[config.mk]
export PLATFORM = sky130hd
export DESIGN_NAME = booth_mult_8_bit
export DESIGN_NICKNAME = d
export VERILOG_FILES = /design/src/rtl/booth_mult_8_bit.sv
export SDC_FILE = /design/constraint.sdc
export NUM_CORES = 1
export LEC_CHECK = 0
export BUFFER_PORTS_ARGS = -buffer_cell sky130_fd_sc_hd__buf_2
export CORE_MARGIN = 4
export CORE_UTILIZATION = 45
export CTS_CLUSTER_SIZE = 24
export DETAILED_ROUTE_END_ITERATION = 6
export PLACE_DENSITY_LB_ADDON = 0.2
export SLEW_MARGIN = 20
export SYNTH_ARGS = -nofsm -noshare
export SYNTH_HDL_FRONTEND = slang
export SYNTH_SLANG_ARGS = --single-unit
[constraint.sdc]
create_clock -name clk -period 1.58 [get_ports clk]
set_clock_uncertainty 0.1 [all_clocks]
set_input_delay 0.158 -clock clk [delete_from_list [all_inputs] [get_ports clk]]
set_output_delay 0.158 -clock clk [all_outputs]
set_load 0.02 [all_outputs]
[src/rtl/booth_mult_8_bit.sv]
// booth_mult_8_bit: sequential radix-2 Booth multiplier, signed 8x8 -> 16.
// Each of the 8 iterations uses an external combinational 8-bit
// adder/subtractor. This block holds only the control, the accumulator and
// the shift datapath.
// Optional feature: define BOOTH_MULT_ABORT_EN to add an `abort` input that
// cancels a running calculation without producing a result.
module booth_mult_8_bit (
  input  logic        clk,
  input  logic        reset,
  input  logic        start,
  input  logic [7:0]  multiplicand,
  input  logic [7:0]  multiplier,
`ifdef BOOTH_MULT_ABORT_EN
  input  logic        abort,
`endif
  output logic        busy,
  output logic        done,
  output logic [15:0] product,
  output logic [7:0]  add_a,
  output logic [7:0]  add_b,
  output logic        add_sel,
  output logic        add_c_in,
  input  logic [7:0]  add_sum,
  input  logic        add_ovf
);

  typedef enum logic {IDLE, CALC} state_t;

  state_t      state;
  logic [7:0]  a;
  logic [7:0]  q;
  logic        q_m1;
  logic [7:0]  m;
  logic [3:0]  cnt;

  logic        arith;
  logic [7:0]  n_val;
  logic        sign_in;
  logic [7:0]  a_next;
  logic [7:0]  q_next;

  // The adder sees the registered accumulator and multiplicand directly.
  assign add_a = a;
  assign add_b = m;

  // Booth decode of {Q[0], q_m1} and the arithmetic shift of {N, Q, q_m1}.
  always_comb begin
    // NOTE: every always_comb output gets a default first, so no path
    // leaves a signal unassigned and no latch is inferred.
    arith    = 1'b0;
    add_sel  = 1'b0;
    n_val    = a;
    sign_in  = a[7];
    case ({q[0], q_m1})
      2'b01: begin
        arith = 1'b1;
      end
      2'b10: begin
        arith   = 1'b1;
        add_sel = 1'b1;
      end
      default: ;
    endcase
    if (arith) begin
      n_val   = add_sum;
      // The raw sum bit is wrong on overflow; xor with it restores the true
      // sign, which matters for M = -128.
      sign_in = add_sum[7] ^ add_ovf;
    end
    add_c_in = add_sel;
    a_next   = {sign_in, n_val[7:1]};
    q_next   = {n_val[0], q[7:1]};
  end

  // Control FSM, operand capture, iteration and result register.
  always_ff @(posedge clk) begin
    // NOTE: state registers use non-blocking assignments so every register
    // samples the values from before this edge, whatever the statement order.
    if (reset) begin
      state   <= IDLE;
      busy    <= 1'b0;
      done    <= 1'b0;
      product <= 16'h0000;
      a       <= 8'h00;
      q       <= 8'h00;
      q_m1    <= 1'b0;
      m       <= 8'h00;
      cnt     <= 4'd0;
    end else begin
      done <= 1'b0;
      case (state)
        IDLE: begin
          if (start) begin
            a     <= 8'h00;
            q     <= multiplier;
            q_m1  <= 1'b0;
            m     <= multiplicand;
            cnt   <= 4'd0;
            busy  <= 1'b1;
            state <= CALC;
          end
        end
        CALC: begin
`ifdef BOOTH_MULT_ABORT_EN
          if (abort) begin
            busy  <= 1'b0;
            state <= IDLE;
          end else begin
`endif
            a    <= a_next;
            q    <= q_next;
            q_m1 <= q[0];
            cnt  <= cnt + 4'd1;
            if (cnt == 4'd7) begin
              product <= {a_next, q_next};
              done    <= 1'b1;
              busy    <= 1'b0;
              state   <= IDLE;
            end
`ifdef BOOTH_MULT_ABORT_EN
          end
`endif
        end
        default: begin
          busy  <= 1'b0;
          state <= IDLE;
        end
      endcase
    end
  end

endmodule
==> impl_metrics.ini, run 1 <==
[status]
status = finished clean

[layout]
area_growth_pct = 32.1
antenna_cells = 0
final_layout_size_suffix_gt1_frac = 0.328
nets = 297
final_util = 0.628

[synth]
avgSynthCellArea_um2 = 9.99
syn-instance-count = 196
synth_flop_cell = dfxtp_1
synth_edf_count = 0
yosys_warnings = 0
syn_area_um2 = 1960
synth_nets = 226
synth-seq-area-share = 0.491
async_reset_ff_frac = 0
ys_seq_elements = 48
ys_types = 32

[route]
firstDrtPassIters = 4
vias_per_cell = 4.99
vias = 1587
drc = 0
wl_per_cell_um = 13.9
routed_wirelength_um = 4430
drtIter0Drc = 74
final_antenna_net_count = 0

[timing]
slew-limit-headroom = 0.743
slew_viol_final = 0
fmax_mhz = 666
setup_viol = 0
setup_tns_ns = 0
fin_hold_ws_ns = 0.0557
worstMarginPinSlew_ns = 0.385
rsz0062_at_grt = true
fin_crit_ns = 1.50
finalCritPeriodShare = 0.950
hold_viol = 0

[flow_run]
max_cap_violations = 0

[worst_setup_path]
crit_required_ns = 1.68
reg2regPathDepth = 6
timing.rr.end = add_a[2]$_SDFFE_PP0P_
crit_chain = inv_1 -> ha_4 -> clkbuf_16 -> mux2i_1 -> nor2b_1 -> o21a_1
startpoint_type = flop
cp-end-kind = flop
critPathMaxStageDelay_ns = 0.33
critPathMaxFanout = 5
critPathSlowestCell = dfxtp_1
reg2reg_slack_ns = 0.08
cp.arrival_ns = 1.60
path_class = flop to flop
reg2reg_from = q_m1$_SDFFE_PP0P_

[global_route]
grt_pass1_vias = 1531
antenna_found_initial = 0
grt_use_total = 0.169
grt_start_max_net_pins = 39
grt_first_pass_wirelength_um = 7040
grt_overflow = 0

[place]
place_congestion = 0.696
dpl.hpwl_um = 2940
io_buffer_count = 63

[hold_path]
min_to = product[9]$_SDFFE_PP0P_
hp-start = add_sum[2]
hp-class = primary input to flop
holdPathStages = 3

[floorplan]
design.core.area_um2 = 4120
dieArea_um2 = 5470
initial_core_util = 0.476
ios = 64
die_y_um = 74.0
rows = 23
die_x_um = 74.0

[clock_tree]
cts_buffers = 5
clockRootBuffer = clkbuf_8
cts_setup_buffers = 0
cts.sinks = 48
cts_tree = yes
clk_pin_slew_ns = 0.09
clockBufferDepth = 2
htree_levels = 2
clk_latency_ns = 0.29

[power]
powerDensity_nw_per_um2 = 957
p_leak_uw = 0.00118
ir_drop_v = 0.000522
## area by class of cell
type / instances / area [µm²]
fill: 359 / 1530
sequential: 48 / 961
multi-input combinational: 128 / 935
timing repair buffer: 80 / 505
clock buffer: 6 / 72.6
tap: 50 / 62.6
clock inverter: 2 / 35.0
inverter: 4 / 15.0
## metal layers
metal  share of wire  up-vias  global-route usage
met5               0        -                   0
met4          0.0061        0              0.0543
met3           0.050        2              0.0432
met2            0.47       40               0.283
met1            0.48      718               0.213
li1                -      827                   -
## worst max-delay path, delay by kind of cell (launching register included)
kind / cells / cell delay, ns
AO/OA/AOI/OAI: 1 / 0.18
adder cells (fa/ha/maj): 1 / 0.30
buffers and inverters: 2 / 0.21
flip-flops: 1 / 0.33
multiplexers: 1 / 0.23
AND/OR/NAND/NOR: 1 / 0.07
## through the flow
stage	area (µm²)	cells	power, µW	setup WS [ns]
after floorplan	1960	196	1490	0.0389
after global placement	2330	301	1590	0.0726
after detailed placement	2330	301	1590	0.0434
after CTS	2520	317	2480	0.0429
after global routing	2590	318	2590	-0.0109
final	2590	318	2470	0.0789
## worst max path at each step
| stage | startpoint | to | slack (ns) | cells past startpoint |
|---|---|---|---|---|
| after floorplan | cnt[0]$_SDFFE_PP0P_ | product[6]$_SDFFE_PP0P_ | 0.04 | 6 |
| after global placement | q_m1$_SDFFE_PP0P_ | add_a[6]$_SDFFE_PP0P_ | 0.07 | 6 |
| after detailed placement | q_m1$_SDFFE_PP0P_ | add_a[6]$_SDFFE_PP0P_ | 0.04 | 6 |
| after CTS | q_m1$_SDFFE_PP0P_ | add_a[6]$_SDFFE_PP0P_ | 0.04 | 6 |
| after global routing | q_m1$_SDFFE_PP0P_ | add_a[1]$_SDFFE_PP0P_ | -0.01 | 6 |
| final | q_m1$_SDFFE_PP0P_ | add_a[2]$_SDFFE_PP0P_ | 0.08 | 6 |
## placed cells by master (no fill, tap or decap), types with 2 or more instances in the layout
| master | netlist | layout |
|---|---|---|
| a211oi_1 | 3 | 3 |
| a21oi_1 | 13 | 13 |
| a22o_1 | 8 | 8 |
| buf_12 | 0 | 2 |
| buf_2 | 8 | 63 |
| buf_4 | 1 | 6 |
| clkbuf_8 | 0 | 5 |
| dfxtp_1 | 48 | 48 |
| dlygate4sd3_1 | 0 | 8 |
| inv_1 | 3 | 3 |
| mux2_1 | 6 | 6 |
| mux2i_1 | 16 | 12 |
| mux2i_2 | 0 | 2 |
| mux2i_4 | 0 | 2 |
| nand2_1 | 18 | 18 |
| nand2b_1 | 3 | 3 |
| nand3_1 | 3 | 3 |
| nor2_1 | 13 | 13 |
| nor2b_1 | 10 | 10 |
| nor3b_1 | 9 | 9 |
| o21a_1 | 7 | 7 |
| o2bb2ai_1 | 8 | 8 |
## state kept, by name, indices dropped and copies added, names as in the netlist
register	count
add_a	8
cnt	4
add_b	8
product	16
q	8
busy	1
q_m1	1
done	1
state	1
## cell families after synthesis
| group | Yosys count | share of synthesized area |
|---|---|---|
| fa+ha+maj | 2 | 0.0128 |
| flops | 48 | 0.491 |
| buf+inv | 20 | 0.0549 |
| mux | 23 | 0.122 |
| compound gates | 43 | 0.157 |
| xor+xnor | 1 | 0.00447 |
| simple gates | 59 | 0.158 |
## synth_stat cells (all sizes together) (7+ instances only)
master    n  area [µm²]
a22o      8        70.1
dfxtp    48         961
buf      12        77.6
nor3b     9        67.6
nand2    18        67.6
a21oi    13        65.1
o21a      7        52.6
mux2i    16         160
mux2      7        78.8
nor2     13        48.8
nor2b    10        62.6
o2bb2ai   8        70.1
## power by group
| group | total (µW) | switching, µW | internal (µW) |
|---|---|---|---|
| registers | 1270 | 25.9 | 1250 |
| clock network | 867 | 397 | 470 |
| logic | 334 | 168 | 166 |
| total | 2470 | 592 | 1880 |
## what timing repair did
action	CTS	global route
setup endpoints to repair	0	6
gates resized for setup	0	8
hold buffers	8	0
endpoints found under the hold margin	8	0
Note: power is estimated with default switching activity, not from simulation.
==> inputs of run 2 (changes only) <==
- ABC_CLOCK_PERIOD_IN_PS: unset -> 1580
- REMOVE_ABC_BUFFERS: unset -> 1
- SLEW_MARGIN: 20 -> unset
==> run 2 against run 1 <==
Against the previous run: setup slack worse by 0.019 ns; global-route usage fell by 0.17 points; worst hold slack lost 0.023 ns; clock-buffer cell count down 1; cell count is 0.31% higher; critical endpoint unchanged.
==> impl_metrics.ini, run 2 (same netlist as run 1, synthesis figures left out) <==
[layout]
regMostFlops = product
seq_area_um2 = 961
layout_common_cells = buf_2 (63), dfxtp_1 (48), nand2_1 (18)
antenna_cells = 0
final_util = 0.628
final_layout_size_suffix_gt1_frac = 0.338
mostFrequentLayoutCell = buf_2
area_growth_pct = 31.9
multi_input_area_um2 = 941
fillers = 359
nets = 298
largest_reg_flops = 16

[worst_setup_path]
path_class = flop to flop
crit_buf_inv = 2
cp-end-kind = flop
crit_chain = inv_1 -> ha_4 -> buf_4 -> mux2i_1 -> nor2b_1 -> o21a_1
cp.arrival_ns = 1.61
crit_required_ns = 1.67
startpoint_type = flop
critPathTopFamily = flip-flops
critPathSlowestCell = dfxtp_1
reg2reg_slack_ns = 0.06
critPathMaxStageDelay_ns = 0.33
critPathMaxFanout = 4

[floorplan]
dieArea_um2 = 5470
initial_core_util = 0.476
ios = 64
rows = 23
die_y_um = 74.0
design.core.area_um2 = 4120
die_x_um = 74.0

[timing]
finalCritPeriodShare = 0.962
setup_viol = 0
fmax_mhz = 658
rsz0062_at_grt = false
hold_viol = 0
slew_viol_final = 0
setup_ws_ns = 0.0600
fin_crit_ns = 1.52
worstMarginPinSlew_ns = 0.397
fin_hold_ws_ns = 0.0330
slew-limit-headroom = 0.735

[route]
wl_per_cell_um = 13.7
final_antenna_net_count = 0
drc = 0
drtIter0Drc = 87
routed_wirelength_um = 4380
firstDrtPassIters = 4
vias = 1627
vias_per_cell = 5.10

[power]
ir_drop_v = 0.000526
p_leak_uw = 0.00119
powerDensity_nw_per_um2 = 967

[flow_run]
max_cap_violations = 0

[hold_path]
hp-class = primary input to flop

[clock_tree]
cts.sinks = 48
htree_levels = 2
cts_tree = yes
clockBufferDepth = 2
clk_pin_slew_ns = 0.10
clockRootBuffer = clkbuf_8
cts_buffers = 5
clk_latency_ns = 0.30

[global_route]
antenna_found_initial = 0
grt_overflow = 0
grt_use_total = 0.167
grt_pass1_vias = 1584
grt_first_pass_wirelength_um = 7170
grt_start_max_net_pins = 39

[place]
dpl.hpwl_um = 2970
place_congestion = 0.718
pre_cts_ws_ns = 0.0304
io_buffer_count = 63

[status]
status = finished clean
-- run 2: cell types whose count changed in the layout (fill, tap and decap cells not counted), sizes merged --
cell / change
buf: +2
clkbuf: -2
clkinv: +1
-- run 2: worst reg2reg max path: cells and delay by family, from the launching register on --
| kind | cells | cell delay, ns |
|---|---|---|
| AO/OA/AOI/OAI | 1 | 0.18 |
| adder cells (fa/ha/maj) | 1 | 0.27 |
| buffers and inverters | 2 | 0.20 |
| flip-flops | 1 | 0.33 |
| multiplexers | 1 | 0.26 |
| AND/OR/NAND/NOR | 1 | 0.08 |
-- run 2: timing repair --
action / 4_1_cts / 5_1_grt
setup endpoints to repair: 0 / 9
hold buffers: 8 / 0
endpoints found under the hold margin: 8 / 0
resized for setup: 0 / 9
setup buffers: 0 / 0
-- run 2: final timing paths --
| kind | from | end | depth (start not counted) |
|---|---|---|---|
| hold reg to reg | add_b[3]$_SDFFE_PP0P_ | add_b[3]$_SDFFE_PP0P_ | 2 |
| setup / recovery | q_m1$_SDFFE_PP0P_ | add_a[2]$_SDFFE_PP0P_ | 6 |
| setup reg to reg | q_m1$_SDFFE_PP0P_ | add_a[2]$_SDFFE_PP0P_ | 6 |
| hold / removal | reset | q[0]$_SDFFE_PP0P_ | 2 |
-- run 2: where the power goes --
part           leakage, µW  switching [µW]  total (µW)  internal, µW
combinational     0.000737             167         321           155
sequential        0.000390            26.1        1270          1250
clock            0.0000583             427         904           477
-- run 2: per-layer routing --
| metal | up-vias | share of wire | global-route usage |
|---|---|---|---|
| met2 | 49 | 0.47 | 0.281 |
| met5 | - | 0 | 0 |
| met3 | 5 | 0.060 | 0.0378 |
| met1 | 747 | 0.46 | 0.210 |
| met4 | 0 | 0.011 | 0.0604 |
| li1 | 826 | - | - |
-- run 2: final cells by class --
class                   count  share of cell area
inverters                   4             0.00581
repair buffers             81               0.188
clock inverters             3              0.0184
clock buffers               5              0.0266
well taps                  50              0.0242
flip-flops and latches     48               0.372
multi-input cells         128               0.364
-- run 2: through the flow --
stage	TNS, ns	cell area [µm²]	power, µW	std cells
CTS	0	2530	2500	319
floorplan	-5.27	1870	1460	180
global placement	0	2330	1590	303
detailed placement	0	2330	1590	303
finish	0	2580	2500	319
global route	0	2580	2610	319
